<file path="src/rtl/ucca_cfg_pkg.sv">
// Shared definitions for the UCCA configuration controller: FSM encoding,
// register offsets, STATUS bit positions and metadata window defaults.
package ucca_cfg_pkg;

  typedef enum logic [2:0] {
    ST_IDLE    = 3'd0,
    ST_CHECK   = 3'd1,
    ST_OVL     = 3'd2,
    ST_PUBLISH = 3'd3,
    ST_LOCKED  = 3'd4
  } state_t;

  // Word offset of CTRL/STATUS; MIN[i] sits at 2i+1 and MAX[i] at 2i+2.
  localparam logic [13:0] OFF_CTRL = 14'd0;

  localparam int STAT_LOCKED      = 0;
  localparam int STAT_ERROR       = 1;
  localparam int STAT_BUSY        = 2;
  localparam int STAT_ERR_IDX_LSB = 4;
  localparam int STAT_ERR_KIND    = 8;

  localparam logic [15:0] META_MIN_DEF = 16'h0140;
  localparam logic [15:0] META_MAX_DEF = 16'h016A;

  // Two inclusive ranges share at least one address.
  function automatic logic ranges_overlap(input logic [15:0] a_min, input logic [15:0] a_max,
                                          input logic [15:0] b_min, input logic [15:0] b_max);
    return (a_min <= b_max) && (b_min <= a_max);
  endfunction

endpackage

</file>
<file path="src/rtl/ucca_cfg_ctrl_bound_check.sv">
// Combinational single-region validator: flags an odd lower bound, an empty
// or inverted range, or any contact with the protected metadata window.
module ucca_bound_check
  import ucca_cfg_pkg::*;
#(
  parameter logic [15:0] META_MIN = META_MIN_DEF,
  parameter logic [15:0] META_MAX = META_MAX_DEF
) (
  input  logic [15:0] reg_min,
  input  logic [15:0] reg_max,
  output logic        fail
);

  // Any one rule violated rejects the region.
  always_comb begin
    fail = reg_min[0]
         | (reg_min >= reg_max)
         | ranges_overlap(reg_min, reg_max, META_MIN, META_MAX);
  end

endmodule

</file>
<file path="src/rtl/ucca_cfg_ctrl.sv">
// UCCA configuration controller. Software stages per-region bounds over the
// peripheral bus and commits; a sequencer validates them and, on success,
// publishes and locks them until power-on reset.
// Optional pairwise overlap check: define UCCA_OVERLAP_CHECK_EN.
//
// Bus handshake: a write is per_en with any per_we bit set and lands on the
// next clk edge; a read is per_en with per_we == 0 and per_dout is valid in
// the same cycle. There is no back-pressure; writes outside IDLE are dropped.
module ucca_cfg_ctrl
  import ucca_cfg_pkg::*;
#(
  parameter int          NUM_REGIONS = 3,
  parameter logic [13:0] BASE_ADDR   = 14'h0060,
  parameter logic [15:0] META_MIN    = META_MIN_DEF,
  parameter logic [15:0] META_MAX    = META_MAX_DEF
) (
  input  logic                      clk,
  input  logic                      reset_n,
  input  logic                      per_en,
  input  logic [1:0]                per_we,
  input  logic [13:0]               per_addr,
  input  logic [15:0]               per_din,
  output logic [15:0]               per_dout,
  input  logic                      hw_reset,
  output logic [16*NUM_REGIONS-1:0] ucc_min_flat,
  output logic [16*NUM_REGIONS-1:0] ucc_max_flat,
  output logic                      cfg_valid,
  output logic                      lock_viol,
  output state_t                    dbg_state
);

  localparam logic [13:0] LAST_OFF = 14'(2 * NUM_REGIONS);
  localparam logic [2:0]  LAST_IDX = 3'(NUM_REGIONS - 1);

  state_t      state_q, state_d;
  logic [2:0]  idx_q, idx_d;
  logic        err_q, err_d;
  logic [2:0]  err_idx_q, err_idx_d;
  logic        err_kind_q, err_kind_d;
  logic        cfg_valid_q, cfg_valid_d;
  logic        lock_viol_q, lock_viol_d;
  logic [15:0] min_q [NUM_REGIONS];
  logic [15:0] min_d [NUM_REGIONS];
  logic [15:0] max_q [NUM_REGIONS];
  logic [15:0] max_d [NUM_REGIONS];
  logic [15:0] pub_min_q [NUM_REGIONS];
  logic [15:0] pub_min_d [NUM_REGIONS];
  logic [15:0] pub_max_q [NUM_REGIONS];
  logic [15:0] pub_max_d [NUM_REGIONS];

`ifdef UCCA_OVERLAP_CHECK_EN
  logic [2:0]  pi_q, pi_d;
  logic [2:0]  pj_q, pj_d;
  logic [15:0] pa_min, pa_max, pb_min, pb_max;
  logic        pair_hit;
`endif

  logic [13:0] off;
  logic        hit;
  logic        wr;
  logic        busy;
  logic [15:0] status;
  logic [15:0] chk_min, chk_max;
  logic        chk_fail;

  assign off  = per_addr - BASE_ADDR;
  assign hit  = per_en && (per_addr >= BASE_ADDR) && (off <= LAST_OFF);
  assign wr   = hit && (per_we != 2'b00);
  assign busy = (state_q == ST_CHECK) || (state_q == ST_OVL) || (state_q == ST_PUBLISH);

  // STATUS word assembled from live state and error flops.
  always_comb begin
    status = '0;
    status[STAT_LOCKED]                = (state_q == ST_LOCKED);
    status[STAT_ERROR]                 = err_q;
    status[STAT_BUSY]                  = busy;
    status[STAT_ERR_IDX_LSB +: 3]      = err_idx_q;
    status[STAT_ERR_KIND]              = err_kind_q;
  end

  // Combinational read mux; zero unless this block is addressed by a read.
  always_comb begin
    per_dout = '0;
    if (hit && (per_we == 2'b00)) begin
      if (off == OFF_CTRL) per_dout = status;
      for (int k = 0; k < NUM_REGIONS; k++) begin
        if (off == 14'(2 * k + 1)) per_dout = min_q[k];
        if (off == 14'(2 * k + 2)) per_dout = max_q[k];
      end
    end
  end

  // Select the region under test by idx for the shared validator.
  always_comb begin
    chk_min = min_q[0];
    chk_max = max_q[0];
    for (int k = 0; k < NUM_REGIONS; k++) begin
      if (idx_q == 3'(k)) begin
        chk_min = min_q[k];
        chk_max = max_q[k];
      end
    end
  end

  ucca_bound_check #(
    .META_MIN (META_MIN),
    .META_MAX (META_MAX)
  ) u_bound_check (
    .reg_min (chk_min),
    .reg_max (chk_max),
    .fail    (chk_fail)
  );

`ifdef UCCA_OVERLAP_CHECK_EN
  // Select the current (i, j) pair and test it for overlap.
  always_comb begin
    pa_min = min_q[0];
    pa_max = max_q[0];
    pb_min = min_q[0];
    pb_max = max_q[0];
    for (int k = 0; k < NUM_REGIONS; k++) begin
      if (pi_q == 3'(k)) begin
        pa_min = min_q[k];
        pa_max = max_q[k];
      end
      if (pj_q == 3'(k)) begin
        pb_min = min_q[k];
        pb_max = max_q[k];
      end
    end
    pair_hit = ranges_overlap(pa_min, pa_max, pb_min, pb_max);
  end
`endif

  // Next-state logic for the sequencer, staging, error and output registers.
  always_comb begin
    state_d     = state_q;
    idx_d       = idx_q;
    err_d       = err_q;
    err_idx_d   = err_idx_q;
    err_kind_d  = err_kind_q;
    cfg_valid_d = cfg_valid_q;
    lock_viol_d = 1'b0;
    for (int k = 0; k < NUM_REGIONS; k++) begin
      min_d[k]     = min_q[k];
      max_d[k]     = max_q[k];
      pub_min_d[k] = pub_min_q[k];
      pub_max_d[k] = pub_max_q[k];
    end
`ifdef UCCA_OVERLAP_CHECK_EN
    pi_d = pi_q;
    pj_d = pj_q;
`endif
    case (state_q)
      ST_IDLE: begin
        if (wr) begin
          if (off == OFF_CTRL) begin
            if (per_din[0]) begin
              state_d    = ST_CHECK;
              idx_d      = 3'd0;
              err_d      = 1'b0;
              err_idx_d  = 3'd0;
              err_kind_d = 1'b0;
            end
          end else begin
            for (int k = 0; k < NUM_REGIONS; k++) begin
              if (off == 14'(2 * k + 1)) min_d[k] = per_din;
              if (off == 14'(2 * k + 2)) max_d[k] = per_din;
            end
          end
        end
      end
      ST_CHECK: begin
        if (hw_reset) begin
          state_d = ST_IDLE;
        end else if (chk_fail) begin
          state_d    = ST_IDLE;
          err_d      = 1'b1;
          err_idx_d  = idx_q;
          err_kind_d = 1'b0;
        end else if (idx_q == LAST_IDX) begin
`ifdef UCCA_OVERLAP_CHECK_EN
          if (NUM_REGIONS > 1) begin
            state_d = ST_OVL;
            pi_d    = 3'd0;
            pj_d    = 3'd1;
          end else begin
            state_d = ST_PUBLISH;
          end
`else
          state_d = ST_PUBLISH;
`endif
        end else begin
          idx_d = idx_q + 3'd1;
        end
      end
`ifdef UCCA_OVERLAP_CHECK_EN
      ST_OVL: begin
        if (hw_reset) begin
          state_d = ST_IDLE;
        end else if (pair_hit) begin
          state_d    = ST_IDLE;
          err_d      = 1'b1;
          err_idx_d  = pi_q;
          err_kind_d = 1'b1;
        end else if (pj_q == LAST_IDX) begin
          if (pi_q == 3'(NUM_REGIONS - 2)) begin
            state_d = ST_PUBLISH;
          end else begin
            pi_d = pi_q + 3'd1;
            pj_d = pi_q + 3'd2;
          end
        end else begin
          pj_d = pj_q + 3'd1;
        end
      end
`endif
      ST_PUBLISH: begin
        if (hw_reset) begin
          state_d = ST_IDLE;
        end else begin
          for (int k = 0; k < NUM_REGIONS; k++) begin
            pub_min_d[k] = min_q[k];
            pub_max_d[k] = max_q[k];
          end
          cfg_valid_d = 1'b1;
          state_d     = ST_LOCKED;
        end
      end
      ST_LOCKED: begin
        lock_viol_d = wr;
      end
      default: begin
        state_d = ST_IDLE;
      end
    endcase
  end

  // State and data registers, cleared asynchronously by reset_n.
  always_ff @(posedge clk or negedge reset_n) begin
    if (!reset_n) begin
      state_q     <= ST_IDLE;
      idx_q       <= 3'd0;
      err_q       <= 1'b0;
      err_idx_q   <= 3'd0;
      err_kind_q  <= 1'b0;
      cfg_valid_q <= 1'b0;
      lock_viol_q <= 1'b0;
      for (int k = 0; k < NUM_REGIONS; k++) begin
        min_q[k]     <= '0;
        max_q[k]     <= '0;
        pub_min_q[k] <= '0;
        pub_max_q[k] <= '0;
      end
`ifdef UCCA_OVERLAP_CHECK_EN
      pi_q <= 3'd0;
      pj_q <= 3'd0;
`endif
    end else begin
      state_q     <= state_d;
      idx_q       <= idx_d;
      err_q       <= err_d;
      err_idx_q   <= err_idx_d;
      err_kind_q  <= err_kind_d;
      cfg_valid_q <= cfg_valid_d;
      lock_viol_q <= lock_viol_d;
      for (int k = 0; k < NUM_REGIONS; k++) begin
        min_q[k]     <= min_d[k];
        max_q[k]     <= max_d[k];
        pub_min_q[k] <= pub_min_d[k];
        pub_max_q[k] <= pub_max_d[k];
      end
`ifdef UCCA_OVERLAP_CHECK_EN
      pi_q <= pi_d;
      pj_q <= pj_d;
`endif
    end
  end

  for (genvar g = 0; g < NUM_REGIONS; g++) begin : g_flat
    assign ucc_min_flat[16*g +: 16] = pub_min_q[g];
    assign ucc_max_flat[16*g +: 16] = pub_max_q[g];
  end

  assign cfg_valid = cfg_valid_q;
  assign lock_viol = lock_viol_q;
  assign dbg_state = state_q;

endmodule

</file>
<file path="config.mk">
export PLATFORM = sky130hd
export DESIGN_NAME = ucca_cfg_ctrl
export DESIGN_NICKNAME = d
export VERILOG_FILES = /design/src/rtl/ucca_cfg_pkg.sv /design/src/rtl/ucca_cfg_ctrl_bound_check.sv /design/src/rtl/ucca_cfg_ctrl.sv
export SDC_FILE = /design/constraint.sdc
export NUM_CORES = 1
export LEC_CHECK = 0
export ABC_AREA = 1
export CAP_MARGIN = 10
export CORE_MARGIN = 2
export CORE_UTILIZATION = 25
export DETAILED_ROUTE_END_ITERATION = 6
export SYNTH_ARGS = -nofsm -noshare
export SYNTH_HDL_FRONTEND = slang
export SYNTH_SLANG_ARGS = --single-unit
</file>
<file path="constraint.sdc">
create_clock -name clk -period 3.58 [get_ports clk]
set_input_delay 0.358 -clock clk [delete_from_list [all_inputs] [get_ports clk]]
set_output_delay 0.358 -clock clk [all_outputs]
set_load 0.02 [all_outputs]
</file>
== Yosys cells after proc, flatten, opt, wreduce, memory -nomap -nowiden ==
Index checks and enable logic that the tools add are counted.
W data, S select, Z words.

* Output and inout port bits: 117
* Word-level logic and storage cells: 113
* Register bits: 205

* Eq/ne operators: 20
* $add $sub $neg: 2
* Bitwise operators: 5
* Multiplexer cells: 40
* $lt $le $gt $ge: 5
* Reduce and logical (&&, ||, !) cells: 22

{| class="wikitable"
|+ Operator list
! operator !! number
|-
| $mux W16 || 11
|-
| $mux W3 || 15
|-
| $eq A14 B3 Y1 const B || 3
|-
| $eq A14 B2 Y1 const B || 2
|-
| $reduce_and A4 Y1 || 6
|-
| $ge A16 B16 Y1 || 1
|-
| $le A16 B9 Y1 const B || 1
|-
| $le A9 B16 Y1 const A || 1
|-
| $eq A14 B1 Y1 const B || 1
|-
| $ge A14 B7 Y1 const B || 1
|-
| $le A14 B3 Y1 const B || 1
|-
| $logic_not A14 Y1 || 1
|-
| $ne A2 B2 Y1 const B || 7
|-
| $sub A14 B7 Y14 const B || 1
|-
| $pmux W3 S2 || 2
|-
| $pmux W3 S4 || 1
|-
| $eq A3 B2 Y1 const B || 3
|-
| $mux W9 || 1
|-
| $mux W1 || 8
|-
| $reduce_and A7 Y1 || 1
|-
| $eq A3 B1 Y1 const B || 2
|-
| $reduce_and A6 Y1 || 1
|-
| $logic_and A1 B1 Y1 || 5
|-
| $reduce_and A5 Y1 || 1
|-
| other kinds (11) || 17
|}

== Depth between registers and ports, before layout ==
Gate-level depths: netlist of run 1.

* Word-level depth: 11
* Depth in mapped cells: 25
* Depth with buffers taken out: 23

== Hierarchy ==
From an unflattened synthesis of run 1, not the netlist that was laid out.

* Cells, all modules: 1204
* Area total of the unflattened synthesis: 10144.7 µm²

{| class="wikitable"
|+ By module, submodules not included
! module !! sequential area each (µm²) !! times used !! cells each !! area an instance (µm²)
|-
| ucca_cfg_ctrl || 5104.9 || 1 || 1093 || 9530.4
|-
| ucca_bound_check || 0.0 || 1 || 111 || 614.3
|}

== Least setup slack after synthesis of run 1 ==
OpenSTA, ideal clock, no wires.

* Kind: register -> register
* Start: register idx_q[0]
* End: register err_q
* Setup slack: 0.652 ns
* Period minus slack after synthesis: 2.928 ns
* Cell stages (with the launch flop): 26
* Data arrival time: 2.862 ns
* Buffers on the path: 3
* Setup time: 0.066 ns
* Cells stage by stage: dfrtp_1 > inv_1 > ha_1 > nand2_1 > buf_4 > clkbuf_1 > clkbuf_1 > o21ai_0 > a21oi_1 > a21oi_1 > ha_1 > inv_1 > nand2_1 > a21oi_1 > o21ai_0 > nand2_1 > nand2_1 > nand2_1 > nand2_1 > nand2_1 > nand3_1 > nand2_2 > nand2_2 > nand2_2 > nand2_1 > nand2_1

* Cells in the longest elaborated chain, start to end: 8
* Elaborated cells on any way between the ends: 14

{| class="wikitable"
|+ RTL lines
! item !! line !! source
|-
| from (decl) || ucca_cfg_ctrl.sv:36 || <nowiki>logic [2:0] idx_q, idx_d;</nowiki>
|-
| from (signal assigned) || ucca_cfg_ctrl.sv:261 || <nowiki>idx_q <= idx_d;</nowiki>
|-
| $eq A3 B1 Y1 || ucca_cfg_ctrl.sv:98 || <nowiki>if (idx_q == 3'(k)) begin</nowiki>
|-
| $mux W16 (2 in series) || ucca_cfg_ctrl.sv:98 ||
|-
| $ge A16 B16 Y1, or another cell as far along || ucca_cfg_ctrl_bound_check.sv:17 || <nowiki>| (reg_min >= reg_max)</nowiki>
|-
| $or A1 B1 Y1 / $logic_and A1 B1 Y1 (equally long branches) || ucca_cfg_ctrl_bound_check.sv:17, ucca_cfg_pkg.sv:28 ||
|-
| $or A1 B1 Y1 * || ucca_cfg_ctrl_bound_check.sv:18 || <nowiki>| ranges_overlap(reg_min, reg_max, META_MIN, META_MAX);</nowiki>
|-
| $ne A2 B2 Y1 (no line) * || - ||
|-
| $reduce_and A6 Y1 (no line) * || - ||
|-
| to (signal assigned) || ucca_cfg_ctrl.sv:262 || <nowiki>err_q <= err_d;</nowiki>
|-
| to (decl) || ucca_cfg_ctrl.sv:37 || <nowiki>logic err_q, err_d;</nowiki>
|}

Mark *: on every way between the ends. The rest lies on a longest branch, timed or not.
A chain may end at the register's enable or synchronous reset.

== Worst setup path after layout of run 1 ==
* Start: input port per_addr[5]
* End: output port per_dout[7]

* Cells in the longest elaborated chain, start to end: 9
* Elaborated cells on any way between the ends: 19

{| class="wikitable"
|+ RTL lines
! item !! line !! source
|-
| from (decl) || ucca_cfg_ctrl.sv:21 || <nowiki>input logic [13:0] per_addr,</nowiki>
|-
| $sub A14 B7 Y14 || ucca_cfg_ctrl.sv:66 || <nowiki>assign off = per_addr - BASE_ADDR;</nowiki>
|-
| $eq A14 B1 Y1 || ucca_cfg_ctrl.sv:87 || <nowiki>if (off == 14'(2 * k + 1)) per_dout = min_q[k];</nowiki>
|-
| $mux W16 || ucca_cfg_ctrl.sv:87 ||
|-
| $mux W16 || ucca_cfg_ctrl.sv:88 || <nowiki>if (off == 14'(2 * k + 2)) per_dout = max_q[k];</nowiki>
|-
| $mux W16 || ucca_cfg_ctrl.sv:87 ||
|-
| $mux W16 || ucca_cfg_ctrl.sv:88 ||
|-
| $mux W16 || ucca_cfg_ctrl.sv:87 ||
|-
| $mux W16 || ucca_cfg_ctrl.sv:88 ||
|-
| $mux W16 * || ucca_cfg_ctrl.sv:84 || <nowiki>if (hit && (per_we == 2'b00)) begin</nowiki>
|-
| to (decl) || ucca_cfg_ctrl.sv:23 || <nowiki>output logic [15:0] per_dout,</nowiki>
|}

Marks and branches as above.

==> results of run 1 <==
[final cells by class]
type                            instances  share of cell area [%]
Clock buffer                           30                   4.990
Clock inverter                         10                   1.038
Inverter                              139                   3.962
Multi-Input combinational cell        838                   31.05
Sequential cell                       204                   38.49
Tap cell                              525                   4.952
Timing Repair Buffer                  207                   15.52
[state kept, by name (all words and copies together), names as in the netlist]
register,flops
idx_q,3
ucc_min_flat,48
max_q,48
dbg_state,3
err_idx_q,3
lock_viol,1
min_q,48
err_q,1
ucc_max_flat,48
cfg_valid,1
[routing by layer]
| metal | routed length (um) | vias up | track usage, % | part of all wire [%] |
|---|---|---|---|---|
| met5 | 0 | - | 0 | 0 |
| met4 | 792 | 0 | 3.701 | 2.3 |
| met3 | 1992 | 49 | 2.503 | 5.9 |
| met2 | 16970 | 260 | 28.74 | 50 |
| met1 | 13990 | 4271 | 20.48 | 41 |
| li1 | - | 4367 | - | - |
[placed cells by master (no fill, tap or decap), types with 4 or more instances in the layout]
cell type,count
nand2_1,327
o21ai_0,246
dfrtp_1,204
inv_1,137
clkdlybuf4s50_1,135
nor2_1,72
nand3_1,44
buf_4,41
a21oi_1,35
clkbuf_16,23
mux2_2,20
ha_1,19
buf_12,14
nor3_1,10
clkbuf_2,10
o211ai_1,8
o21bai_1,8
clkbuf_8,7
o21ai_1,6
nand4_1,6
o22ai_1,5
nand2_2,4
dlygate4sd2_1,4
[worst register-to-register path, delay by kind of cell (launching register included)]
family / cells / cell delay [ns]
compound gates: 4 / 0.83
fa+ha+maj: 2 / 0.54
buf+inv: 3 / 0.38
flops: 1 / 0.42
simple gates: 8 / 1.11
[worst paths after layout]
path | start | end | slack (ns) | cells past startpoint
setup reg to reg | idx_q[1]$_DFFE_PN0P_ | err_idx_q[1]$_DFFE_PN0P_ | 0.24 | 17
hold reg to reg | cfg_valid$_DFFE_PN0P_ | cfg_valid$_DFFE_PN0P_ | 0.47 | 2
hold / removal | cfg_valid$_DFFE_PN0P_ | cfg_valid$_DFFE_PN0P_ | 0.47 | 2
setup / recovery | per_addr[5] | per_dout[7] | 0.11 | 13
max in group asynchronous | reset_n | ucc_min_flat[42]$_DFFE_PN0P_ | 2.26 | 3
min in group asynchronous | reset_n | ucc_max_flat[30]$_DFFE_PN0P_ | 0.48 | 2
[cell families (layout without fill, tap and decap cells)]
kind of cell	Yosys count	count (layout)	share of synthesized area, %
AND/OR/NAND/NOR	476	476	19.32
XOR/XNOR	1	1	0.08748
AO/OA/AOI/OAI	322	322	16.99
buffers and inverters	202	386	7.997
adder cells (fa/ha/maj)	19	19	2.374
flip-flops	204	204	50.98
multiplexers	20	20	2.249
[power breakdown]
group / switching, mW / internal [mW]
combinational: 0.0910 / 0.0485
clock: 0.979 / 1.52
sequential: 0.00000101 / 2.31
[repair_timing]
item	in CTS	in global routing
pin swaps	0	0
gates resized for setup	16	24
endpoints found under the setup margin	15	15
endpoints found under the hold margin	48	0
setup buffers	0	1
hold buffers	1	0
[cells in the mapped netlist (all sizes together) (3+ instances only)]
| cell type | n |
|---|---|
| o22ai | 5 |
| nor2 | 74 |
| o21bai | 8 |
| a21oi | 38 |
| a211oi | 3 |
| nand2 | 331 |
| o221ai | 3 |
| dfrtp | 204 |
| buf | 25 |
| o21ai | 252 |
| inv | 139 |
| clkbuf | 38 |
| nor3 | 10 |
| mux2 | 20 |
| nand3 | 47 |
| ha | 19 |
| nand4 | 6 |
| o211ai | 8 |
==> key figures, run 1 <==
Yosys
  • Syn Nets: 1299
  • Top post-synthesis cells by area: dfrtp_1 51%, nand2_1 12%, o21ai_0 12%
  • Seq/Total Area, Yosys: 50.98%
  • #FFs+latches synth: 204
  • Post-Syn Instances: 1244
  • Synthesized area: 0.01001 mm2
  • Post-synth top area cell: dfrtp_1
  • Main synth FF type: dfrtp_1
  • Post-synthesis cell type count: 38
  • Synth top area share: 50.98%
  • Synth Area per Inst: 8.049 um2
  • Async set or reset register ratio after synthesis: 100.0%
  • Synth warnings: 0
  • Post-synth EDFFs: 0

STA
  • Worst Skew: 0.007082 ns
  • Final setup fails: 0
  • Final Max Slew Viols: 0
  • Crit share post-route: 96.85%
  • WHS: 0.4652 ns
  • Max-slew headroom: 43.79%
  • Final hold vios: 0
  • RSZ-0062 raised after global routing: yes
  • Final worst setup slack: 0.1127 ns
  • Min Tclk post-route: 3.467 ns
  • Actual slew at the worst max-slew pin: 0.8431 ns
  • FMAX: 288.4 MHz
  • Setup_tns: 0 ns

Power
  • PnR Total Power: 4.941 mW
  • Peak VDD IR: 0.0002424 V
  • Cell area power density: 372.5 mW/mm2
  • Lkg Pwr: 5.942 nW

Worst setup path
  • Cells along the critical path: clkdlybuf4s50_1 -> ha_1 -> nor3b_2 -> and2b_2 -> nand3_1 -> nor2_4 -> inv_1 -> buf_4 -> o221ai_1 -> nor3_1 -> nor2_1 -> buf_4 -> dlygate4sd2_1
  • Startpoint types: input pin
  • CP Max Fanout: 9
  • CP peak stage delay: 0.46 ns
  • Setup crit end kind: primary output
  • Crit path max-delay cell type: clkdlybuf4s50_1
  • Critical path arrival: 3.11 ns
  • Cell mode on critical path: buf_4
  • Req. time, crit path: 3.22 ns
  • Crit path buf inv count: 5
  • Kind of critical path: input pin to primary output
  • Delay-heaviest family, CP: buffers and inverters

Die
  • Initial Util: 25.26%
  • Die area: 0.04167 mm2
  • Num ports: 153
  • Row count: 73
  • Die X: 204.1 um
  • Core box area: 0.03964 mm2
  • Die H: 204.1 um

Run status
  • Status: complete, no violations

Clock tree
  • CTS H-tree lvls: 1
  • CTS Buf Count: 23
  • Clk sink count: 204
  • CTS tree: yes
  • Clock root buffer: clkbuf_16
  • Clk buf depth: 3
  • CTS clk-pin slew, worst paths: 0.06 ns
  • Worst-skew pair later-pin latency: 0.51 ns

Detailed routing
  • Drt via density: 4.581
  • Routed length per instance: 17.28 um
  • DRC viols: 0
  • Via count: 8947
  • Length of the first detailed-routing pass in iterations: 5
  • Final ANT Viol Nets: 0
  • Drt first-iter violations: 674
  • Final wirelength: 33.75 mm

Placed design
  • Buffers on Ports: 152
  • Post-DP HPWL: 25.12 mm
  • Dpl ws: -0.2679 ns
  • Placed instance area: 0.01249 mm2
  • Placed insts: 1911
  • Gp weighted congestion: 0.8947

Global route
  • Largest net degree at the start of global routing: 96
  • Overall routing resource usage: 16.14%
  • Vias in the first global route: 8869
  • First-pass GRT wire length: 52.06 mm
  • Initial antenna violation count: 0
  • Congestion Overflow GR: 0

Cells and area
  • # nets final: 1468
  • Non-filler cells, final: 1953
  • Area of the multi-input gates: 0.004119 mm2
  • Storage cell area: 0.005105 mm2
  • Area growth syn-to-layout: 32.46%
  • Fillers: 4218
  • Non-Filler Cell Area, Final: 0.01326 mm2
  • Final core occ: 33.46%
  • Layout cell share with drive strength beyond 1: 9.944%
  • N_diodes: 0

Worst hold path
  • HP Class: register to register

Run
  • Max-cap violations: 0
Note: power is estimated with default switching activity, not from simulation.
==> run 2: changes to the inputs <==
--- a/config.mk
+++ b/config.mk
@@ -9,6 +9,7 @@
 export CAP_MARGIN = 10
 export CORE_MARGIN = 2
 export CORE_UTILIZATION = 25
+export CTS_CLUSTER_SIZE = 16
 export DETAILED_ROUTE_END_ITERATION = 6
 export SYNTH_ARGS = -nofsm -noshare
 export SYNTH_HDL_FRONTEND = slang
==> results of run 2 <==
No change in the layout: final DEF, timing and power equal those of run 1.
==> run 3: changes to the inputs <==
--- a/config.mk
+++ b/config.mk
@@ -6,11 +6,14 @@
 export NUM_CORES = 1
 export LEC_CHECK = 0
 export ABC_AREA = 1
+export ABC_CLOCK_PERIOD_IN_PS = 3580
 export CAP_MARGIN = 10
 export CORE_MARGIN = 2
 export CORE_UTILIZATION = 25
 export CTS_CLUSTER_SIZE = 16
 export DETAILED_ROUTE_END_ITERATION = 6
+export HOLD_SLACK_MARGIN = 0.03
+export SETUP_SLACK_MARGIN = 0.15
 export SYNTH_ARGS = -nofsm -noshare
 export SYNTH_HDL_FRONTEND = slang
 export SYNTH_SLANG_ARGS = --single-unit
==> key figures, run 3 (synthesized netlist as in run 1, its figures left out) <==
STA
  • Actual slew at the worst max-slew pin: 0.8434 ns (was 0.8431 ns)
  • Worst Skew: 0.006251 ns (was 0.007082 ns)
  • Min Tclk post-route: 3.238 ns (was 3.467 ns)
  • RSZ-0062 raised after global routing: no (was yes)
  • Max-slew headroom: 43.77% (was 43.79%)
  • Final worst setup slack: 0.3423 ns (was 0.1127 ns)
  • Final Max Slew Viols: 0 (unchanged)
  • Crit share post-route: 90.44% (was 96.85%)
  • Final setup fails: 0 (unchanged)
  • Final hold vios: 0 (unchanged)
  • FMAX: 308.9 MHz (was 288.4 MHz)

Die
  • Die H: 204.1 um (unchanged)
  • Die area: 0.04167 mm2 (unchanged)
  • Core box area: 0.03964 mm2 (unchanged)
  • Die X: 204.1 um (unchanged)
  • Initial Util: 25.26% (unchanged)
  • Row count: 73 (unchanged)
  • Num ports: 153 (unchanged)

Run
  • Max-cap violations: 0 (unchanged)

Detailed routing
  • Final ANT Viol Nets: 0 (unchanged)
  • Drt first-iter violations: 646 (was 674)
  • DRC viols: 0 (unchanged)
  • Drt via density: 4.567 (was 4.581)
  • Length of the first detailed-routing pass in iterations: 5 (unchanged)
  • Via count: 8937 (was 8947)
  • Final wirelength: 33.86 mm (was 33.75 mm)
  • Routed length per instance: 17.30 um (was 17.28 um)

Worst setup path
  • Setup crit end kind: primary output (unchanged)
  • Startpoint types: input pin (unchanged)
  • Kind of critical path: input pin to primary output (unchanged)
  • Req. time, crit path: 3.22 ns (about the same)
  • FF-to-FF End: err_idx_q[1]$_DFFE_PN0P_ (unchanged)
  • Critical path arrival: 2.88 ns (was 3.11 ns)
  • Cell count of the worst reg-to-reg path: 19 (was 17)
  • CP Max Fanout: 18 (was 9)
  • R2R Path Start: idx_q[1]$_DFFE_PN0P_ (unchanged)
  • Reg2reg setup slack: 0.36 ns (was 0.24 ns)

Cells and area
  • Most common cell after layout, fill and taps aside: nand2_1 (unchanged)
  • # nets final: 1472 (was 1468)
  • Most frequent cells in the layout: 327 x nand2_1, 244 x o21ai_0, 204 x dfrtp_1 (was 327 x nand2_1, 246 x o21ai_0, 204 x dfrtp_1)
  • Layout cell share with drive strength beyond 1: 10.89% (was 9.944%)
  • Area growth syn-to-layout: 33.28% (was 32.46%)
  • N_diodes: 0 (unchanged)
  • Final core occ: 33.67% (was 33.46%)
  • Non-filler cells, final: 1957 (was 1953)
  • Non-Filler Cell Area, Final: 0.01335 mm2 (was 0.01326 mm2)

Global route
  • Overall routing resource usage: 16.15% (was 16.14%)
  • Initial antenna violation count: 0 (unchanged)
  • Vias in the first global route: 8873 (was 8869)
  • Largest net degree at the start of global routing: 96 (unchanged)
  • Congestion Overflow GR: 0 (unchanged)
  • First-pass GRT wire length: 52.08 mm (was 52.06 mm)

Clock tree
  • CTS clk-pin slew, worst paths: 0.06 ns (about the same)
  • Clk sink count: 204 (unchanged)
  • Clk buf depth: 3 (unchanged)
  • Clock root buffer: clkbuf_16 (unchanged)
  • CTS tree: yes (unchanged)
  • CTS H-tree lvls: 1 (unchanged)
  • CTS Buf Count: 23 (unchanged)
  • Worst-skew pair later-pin latency: 0.51 ns (about the same)

Placed design
  • Post-DP HPWL: 25.12 mm (unchanged)
  • Dpl ws: -0.2679 ns (unchanged)
  • Gp weighted congestion: 0.8947 (unchanged)
  • Placed instance area: 0.01249 mm2 (unchanged)
  • Buffers on Ports: 152 (unchanged)
  • Placed insts: 1911 (unchanged)

Run status
  • Status: complete, no violations (unchanged)

Worst hold path
  • HP Class: register to register (unchanged)
  • Hold Crit Depth: 2 (unchanged)
  • Worst Hold Launch: cfg_valid$_DFFE_PN0P_ (unchanged)
  • Hold Path Sink: cfg_valid$_DFFE_PN0P_ (unchanged)

Power
  • P_sw: 1.072 mW (was 1.070 mW)
  • Internal: 3.871 mW (was 3.870 mW)
  • Cell area power density: 370.4 mW/mm2 (was 372.5 mW/mm2)
  • Peak VDD IR: 0.0002418 V (was 0.0002424 V)
  • Seq pwr share: 46.6% (was 46.7%)
  • Clock power share: 50.5% (about the same)
  • Lkg Pwr: 5.979 nW (was 5.942 nW)
  • Comb pwr share: 2.9% (was 2.8%)
  • Switch share: 21.69% (was 21.67%)
==> run 3: cell count changes in the layout (fill, tap and decap cells not counted), moves of 2 or more <==
cell             previous run  this run
dlygate4sd2_1               4         0
o21ai_1                     6         8
buf_4                      41        46
dlymetal6s2s_1              0         2
clkdlybuf4s50_1           135       133
o21ai_0                   246       244
a21oi_1                    35        31
a21oi_2                     2         6
==> run 3: worst max-delay path by stage <==
stage,startpoint,endpoint,slack [ns]
floorplan,idx_q[0]$_DFFE_PN0P_,err_q$_DFFE_PN0P_,0.65
CTS,per_addr[5],per_dout[13],0.05
global placement,per_addr[5],per_dout[13],-0.23
finish,per_addr[8],per_dout[3],0.34
detailed placement,per_addr[5],per_dout[13],-0.27
global route,per_addr[8],per_dout[3],0.16
==> run 3: repair_timing <==
action                     4_1_cts  5_1_grt
buffers inserted                 0        4
setup endpoints to repair       15       23
hold buffers                     1        0
pin swaps                        0        4
gates cloned                     0        1
resized for setup               24       42
hold endpoints to repair        93        0
==> run 3: layout make-up <==
class,count,area [um2]
fillers,4214,26300
flip-flops and latches,204,5105
multi-input cells,838,4149
repair buffers,210,2102
clock buffers,30,661.9
well taps,525,656.9
inverters,139,525.5
clock inverters,10,137.6
repair inverters,1,7.507
==> run 3: routing by layer <==
metal	GRT usage (%)	part of all wire, %	vias up
met5	0	0	-
met3	2.503	6.0	53
met2	28.74	50	276
met1	20.50	42	4228
li1	-	-	4380
met4	3.701	2.5	0
==> run 3: power groups by stage <==
| stage | registers (mW) | logic [mW] | clock network [mW] |
|---|---|---|---|
| after floorplan | 2.35 | 0.0254 | 0 |
| after global placement | 2.35 | 0.140 | 0 |
| after detailed placement | 2.35 | 0.142 | 0 |
| after CTS | 2.30 | 0.143 | 2.56 |
| after global routing | 2.30 | 0.158 | 2.67 |
| final | 2.31 | 0.141 | 2.50 |
==> run 3: metrics by stage <==
step | power (mW) | setup TNS, ns | hold WS, ns
after floorplan | 2.374 | 0 | 0.06241
after global placement | 2.488 | -2.018 | 0.4526
after detailed placement | 2.490 | -2.139 | 0.4584
after CTS | 5.008 | 0 | 0.4747
after global routing | 5.127 | 0 | 0.5076
final | 4.943 | 0 | 0.4652
==> run 3: critical path, cell delays in order <==
cell             delay (ns)
clkdlybuf4s50_1        0.45
or2_1                  0.27
o211ai_1               0.23
nor2b_1                0.08
buf_4                  0.17
nand2_1                0.12
buf_12                 0.16
inv_1                  0.14
nand2_1                0.11
nand2_1                0.06
nand2_1                0.06
nand2_1                0.06
nand2_1                0.06
nand2_1                0.05
a21oi_1                0.17
clkdlybuf4s15_1        0.33
